===== src/rtl/hex_lab_pkg.sv =====
// rtl/hex_lab_pkg.sv - shared widths and state type for the HEX rotation lab blocks
package hex_lab_pkg;

  localparam int SEL_W      = 2;
  localparam int CHAR_W     = 2;
  localparam int NUM_DIGITS = 4;
  localparam int PRESET_W   = NUM_DIGITS * CHAR_W;

  typedef enum logic {
    IDLE = 1'b0,
    RUN  = 1'b1
  } rot_state_t;

endpackage


===== src/rtl/hex_rotate_ctrl_if.sv =====
// rtl/hex_rotate_ctrl_if.sv - control/status bundle between switches/keys and the rotation controller
interface hex_rotate_ctrl_if;
  import hex_lab_pkg::*;

  logic [PRESET_W-1:0] preset_in;
  logic                load;
  logic                run;
  logic                dir;
  logic                step;
  logic [SEL_W-1:0]    sel;
  logic [PRESET_W-1:0] preset_q;
  logic                tick;
  logic                wrap;
  logic                busy;

  modport master (
    output preset_in, load, run, dir, step,
    input  sel, preset_q, tick, wrap, busy
  );

  modport slave (
    input  preset_in, load, run, dir, step,
    output sel, preset_q, tick, wrap, busy
  );

endinterface


===== src/rtl/tick_prescaler.sv =====
// rtl/tick_prescaler.sv - clearable, enabled modulo-DIV counter with terminal-count pulse
module tick_prescaler #(
  parameter int DIV   = 4,
  parameter int CNT_W = $clog2(DIV)
) (
  input  logic clk,
  input  logic rst,
  input  logic clr,
  input  logic en,
  output logic tc
);

  logic [CNT_W-1:0] cnt_q, cnt_d;
  logic             at_max;

  assign at_max = (cnt_q == CNT_W'(DIV - 1));
  // clear wins over enable so a terminal count is never reported in a clearing cycle
  assign tc     = en & ~clr & at_max;

  // next count: clear, wrap at terminal count, or increment while enabled
  always_comb begin
    cnt_d = cnt_q;
    if (clr) begin
      cnt_d = '0;
    end else if (en) begin
      cnt_d = at_max ? '0 : cnt_q + CNT_W'(1);
    end
  end

  // counter register
  always_ff @(posedge clk) begin
    if (rst) cnt_q <= '0;
    else     cnt_q <= cnt_d;
  end

endmodule


===== src/rtl/hex_rotate_ctrl.sv =====
// rtl/hex_rotate_ctrl.sv - timed/steppable rotation select and preset latch for the HEX rotator
module hex_rotate_ctrl
  import hex_lab_pkg::*;
#(
  parameter int TICK_DIV = 50_000_000,
  parameter int CNT_W    = $clog2(TICK_DIV)
) (
  input  logic              CLOCK_50,
  input  logic              reset,
  hex_rotate_ctrl_if.slave  bus
);

  rot_state_t          state_q, state_d;
  logic [SEL_W-1:0]    sel_q, sel_d;
  logic [PRESET_W-1:0] preset_q, preset_d;
  logic                tick_q, tick_d;
  logic                wrap_q, wrap_d;
  logic                step_dly_q, step_dly_d;
  logic                busy;

  logic run_en;
  logic run_adv;
  logic step_adv;
  logic adv;
  logic wrap_hit;

  // the prescaler only runs in RUN with run still high and no load; otherwise it sits at 0
  assign run_en   = (state_q == RUN) & bus.run & ~bus.load;
  assign step_adv = (state_q == IDLE) & bus.step & ~step_dly_q & ~bus.load;
  assign adv      = run_adv | step_adv;
  assign wrap_hit = bus.dir ? (sel_q == '0) : (sel_q == SEL_W'(NUM_DIGITS - 1));

  tick_prescaler #(
    .DIV   (TICK_DIV),
    .CNT_W (CNT_W)
  ) u_prescaler (
    .clk (CLOCK_50),
    .rst (reset),
    .clr (~run_en),
    .en  (run_en),
    .tc  (run_adv)
  );

  // state register
  always_ff @(posedge CLOCK_50) begin
    if (reset) state_q <= IDLE;
    else       state_q <= state_d;
  end

  // next state: load forces IDLE, run level selects RUN/IDLE
  always_comb begin
    state_d = state_q;
    if (bus.load) begin
      state_d = IDLE;
    end else begin
      case (state_q)
        IDLE:    if (bus.run)  state_d = RUN;
        RUN:     if (!bus.run) state_d = IDLE;
        default: state_d = IDLE;
      endcase
    end
  end

  // state-decoded outputs
  always_comb begin
    busy = (state_q == RUN);
  end

  // datapath next values: load beats any advance and never pulses tick/wrap
  always_comb begin
    sel_d      = sel_q;
    preset_d   = preset_q;
    tick_d     = 1'b0;
    wrap_d     = 1'b0;
    step_dly_d = bus.step;
    if (bus.load) begin
      sel_d    = '0;
      preset_d = bus.preset_in;
    end else if (adv) begin
      sel_d  = bus.dir ? sel_q - SEL_W'(1) : sel_q + SEL_W'(1);
      tick_d = 1'b1;
      wrap_d = wrap_hit;
    end
  end

  // datapath registers
  always_ff @(posedge CLOCK_50) begin
    if (reset) begin
      sel_q      <= '0;
      preset_q   <= '0;
      tick_q     <= 1'b0;
      wrap_q     <= 1'b0;
      step_dly_q <= 1'b0;
    end else begin
      sel_q      <= sel_d;
      preset_q   <= preset_d;
      tick_q     <= tick_d;
      wrap_q     <= wrap_d;
      step_dly_q <= step_dly_d;
    end
  end

  assign bus.sel      = sel_q;
  assign bus.preset_q = preset_q;
  assign bus.tick     = tick_q;
  assign bus.wrap     = wrap_q;
  assign bus.busy     = busy;

endmodule


===== src/flat_wrapper.sv =====
// flat-port wrapper written by rule: the top's interface ports become plain ports
module hex_rotate_ctrl_flat import hex_lab_pkg::*;
#(
  parameter int TICK_DIV = 50_000_000,
  parameter int CNT_W    = $clog2(TICK_DIV)
)
  (CLOCK_50, reset, bus_preset_in, bus_load, bus_run, bus_dir, bus_step, bus_sel, bus_preset_q, bus_tick, bus_wrap, bus_busy);
  hex_rotate_ctrl_if bus_i ();
  input  logic CLOCK_50;
  input  logic reset;
  input wire logic [$bits(bus_i.preset_in)-1:0] bus_preset_in;
  input wire logic [$bits(bus_i.load)-1:0] bus_load;
  input wire logic [$bits(bus_i.run)-1:0] bus_run;
  input wire logic [$bits(bus_i.dir)-1:0] bus_dir;
  input wire logic [$bits(bus_i.step)-1:0] bus_step;
  output wire logic [$bits(bus_i.sel)-1:0] bus_sel;
  output wire logic [$bits(bus_i.preset_q)-1:0] bus_preset_q;
  output wire logic [$bits(bus_i.tick)-1:0] bus_tick;
  output wire logic [$bits(bus_i.wrap)-1:0] bus_wrap;
  output wire logic [$bits(bus_i.busy)-1:0] bus_busy;
  assign bus_i.preset_in = bus_preset_in;
  assign bus_i.load = bus_load;
  assign bus_i.run = bus_run;
  assign bus_i.dir = bus_dir;
  assign bus_i.step = bus_step;
  assign bus_sel = bus_i.sel;
  assign bus_preset_q = bus_i.preset_q;
  assign bus_tick = bus_i.tick;
  assign bus_wrap = bus_i.wrap;
  assign bus_busy = bus_i.busy;
  hex_rotate_ctrl #(.TICK_DIV(TICK_DIV), .CNT_W(CNT_W)) u_core (.CLOCK_50(CLOCK_50), .reset(reset), .bus(bus_i));
endmodule

===== config.mk =====
export PLATFORM = sky130hd
export DESIGN_NAME = hex_rotate_ctrl_flat
export DESIGN_NICKNAME = d
export VERILOG_FILES = /design/src/rtl/hex_lab_pkg.sv /design/src/rtl/hex_rotate_ctrl_if.sv /design/src/rtl/tick_prescaler.sv /design/src/rtl/hex_rotate_ctrl.sv /design/src/flat_wrapper.sv
export SDC_FILE = /design/constraint.sdc
export NUM_CORES = 1
export LEC_CHECK = 0
export CAP_MARGIN = 40
export CORE_MARGIN = 5
export CORE_UTILIZATION = 50
export DETAILED_ROUTE_END_ITERATION = 6
export PLACE_DENSITY = 0.83
export SYNTH_ARGS = -nofsm -noshare
export SYNTH_HDL_FRONTEND = slang
export SYNTH_HIERARCHICAL = 1
export SYNTH_SLANG_ARGS = --single-unit

===== constraint.sdc =====
create_clock -name CLOCK_50 -period 3.5 [get_ports CLOCK_50]
set_clock_uncertainty 0.2 [all_clocks]
set_input_delay 0.35 -clock CLOCK_50 [delete_from_list [all_inputs] [get_ports CLOCK_50]]
set_output_delay 0.35 -clock CLOCK_50 [all_outputs]
set_load 0.1 [all_outputs]

==> flow_metrics.tcl <==
set metrics [dict create \
    antenna_cells 0 \
    synth_top_cell_area_share_pct 43.9 \
    layout_commonest_cell "dfxtp_1" \
    vdd_ir_drop_max_mv 0.233 \
    cts_resized 0 \
    synth_seq_area_share_pct 43.9 \
    wl_um 4220 \
    clock_sink_count 40 \
    n_fill_cell 272 \
    cellPowerDensity_nw_per_um2 383 \
    drt_iter0_markers 133 \
    start_util_pct 50.6 \
    nets 256 \
    root_buffer "clkbuf_8" \
    post-route-period-util_pct 79.9 \
    slew_headroom_pct 52.2 \
    leakagePower_uw 0.000837 \
    dpl-instance-area_um2 2330 \
    drv_slew 0 \
    final_area_um2 2420 \
    cts_made_buffers 5 \
    place.gp.congestion 0.786 \
    worst-r2r-cell-count 6 \
    period_minus_slack_ns 2.80 \
    synthSimpleGateAreaFrac_pct 29.9 \
    dp_hpwl_um 3100 \
    grt_max_degree 16 \
    io_buffers 26 \
    syn_area_um2 1820 \
    die_area_um2 4950 \
    avgViaCountPerCell 5.61 \
    dr.pass1.iters 4 \
    finalSetupViolCount 0 \
    rows 22 \
    dp_cells 281 \
    yosys.area.top_type "dfxtp_1" \
    via_count 1615 \
    clkSlewWorstSetupHoldPaths_ns 0.07 \
    fmaxAchievable_mhz 358 \
    critical_path.max_fanout 14 \
    synth_top_family_by_area "simple AND/OR/NAND/NOR gates" \
    clk_latency_ns 0.29 \
    netlist_instances 200 \
    end_kind "register" \
    synth_fa_ha_area_share_pct 1.37 \
    clock_path_buffers 2 \
    htreeDepth 2 \
    die_h_um 70.4 \
    post_cts_buffers 0 \
    syn-num-nets 216 \
    die_w_um 70.4 \
    synthToLayoutAreaGrowth_pct 33.0 \
    cts_tree "built" \
    hold_ws_ns 0.302 \
    grt_pass1_vias 1662 \
    yosys_warnings 6 \
    maxCapViolCount 0 \
    status "completed" \
    hold_violations 0 \
    holdBufCountCts 0 \
    path_class "input pin to register" \
    boundaryPins 27 \
    required_ns 3.53 \
    drc 0 \
    synth_area_leaders "dfxtp_1, mux2i_1, nor2_1, xnor2_1, xor2_1" \
    antenna_found_initial 0 \
    grt_overflow 0 \
    tns_ns 0 \
    final_cells 288 \
    layout-drive-gt1-share_pct 12.1 \
    synth_cell_types 36 \
    cp-start-kind "input pin" \
    cp.arrival_ns 2.82 \
    wl_per_cell_um 14.7 \
    fp.coreArea_um2 3610 \
    tightestPinTransition_ns 0.710 \
    worstHoldPathCells 2 \
    ys_ff_latch 40 \
    grt_setup_unrepaired "false" \
    synth_area_per_cell_um2 9.11 \
    muxShareOfSynthArea_pct 5.49 \
    yosys.area_share.xor_xnor_pct 6.73 \
    ant_nets 0 \
    synth_compound_area_share_pct 9.27 \
    final_cell_mix "dfxtp_1, clkdlybuf4s50_1, nor2_1" \
    hold_class "register to register" \
    grt_pass1_wl_um 7490 \
    grtUsageTotal_pct 18.8 \
]
==> worst max-delay path: stages <==
cell	delay [ns]
clkdlybuf4s50_1	0.44
nand3b_1	0.26
inv_1	0.23
and4_1	0.35
nand4_1	0.44
or4_1	0.61
a21oi_1	0.14
==> cell usage after synthesis <==
cell,number
mux2i_1,10
xnor2_1,7
o31ai_1,6
nor2_1,26
a21oi_2,1
nor3_1,6
o31ai_2,1
nand3_1,6
nor4b_4,1
or4_4,1
or3_1,9
and2_1,1
nor2b_1,1
nand3b_1,1
nand2b_1,1
o21ai_1,1
or4_1,5
xor2_1,7
dfxtp_1,40
and3b_1,1
nor4b_1,2
o21ai_0,6
a21oi_1,12
nand4_2,2
and4_1,5
clkbuf_1,2
nor3b_1,3
inv_1,4
nand4_1,9
buf_2,6
and3_1,1
o21a_1,1
ha_1,2
nand2_1,9
nor4_1,3
buf_4,1
==> cell type report <==
| class | count | area, um2 | area share, % |
|---|---|---|---|
| Sequential cell | 40 | 801 | 33.0 |
| Tap cell | 48 | 60.1 | 2.48 |
| Clock buffer | 7 | 96.3 | 3.97 |
| Timing Repair Buffer | 42 | 490 | 20.2 |
| Inverter | 4 | 15.0 | 0.619 |
| Multi-Input combinational cell | 147 | 962 | 39.7 |
==> report_power, final <==
group | internal (uW) | switching, uW | total (uW)
registers | 463 | 5.33 | 468
clock network | 175 | 151 | 326
logic | 55.6 | 77.8 | 133
==> layer usage <==
metal | track usage (%) | routed length, um
met1 | 22.7 | 1730
met2 | 30.8 | 2200
met3 | 5.18 | 188
met4 | 8.94 | 99
met5 | 0 | 0
==> path summary, 6_finish.rpt <==
path	from	end	slack [ns]
hold / removal	u_core/bus.preset_q[4]	u_core/bus.preset_q[4]	0.30
setup / recovery	bus_load	u_core/u_prescaler/cnt_q[25]	0.70
setup reg to reg	u_core/bus.busy	u_core/u_prescaler/cnt_q[25]	0.82
hold reg to reg	u_core/bus.preset_q[4]	u_core/bus.preset_q[4]	0.30
==> through the flow <==
stage | util, % | total power [uW] | setup WS (ns)
after floorplan | - | 550 | 0.596
after global placement | 58.8 | 584 | 0.547
after detailed placement | 64.6 | 612 | 0.461
after CTS | 67.2 | 938 | 0.742
after global routing | 67.2 | 970 | 0.475
final | 67.2 | 928 | 0.704
==> state kept, by name (all words and copies together), names as in the netlist <==
| signal | flops |
|---|---|
| u_core/u_prescaler/cnt_q | 26 |
| u_core/bus.preset_q | 8 |
| u_core/bus.sel | 2 |
| u_core/bus.busy | 1 |
| u_core/bus.tick | 1 |
| u_core/bus.wrap | 1 |
| u_core/step_dly_q | 1 |
==> cells by family after synthesis <==
logic type / after synthesis
buffers and inverters: 13
flip-flops: 40
multiplexers: 10
XOR/XNOR: 14
AO/OA/AOI/OAI: 28
AND/OR/NAND/NOR: 93
adder cells (fa/ha/maj): 2
No activity file was read; power rests on OpenSTA's default activity.
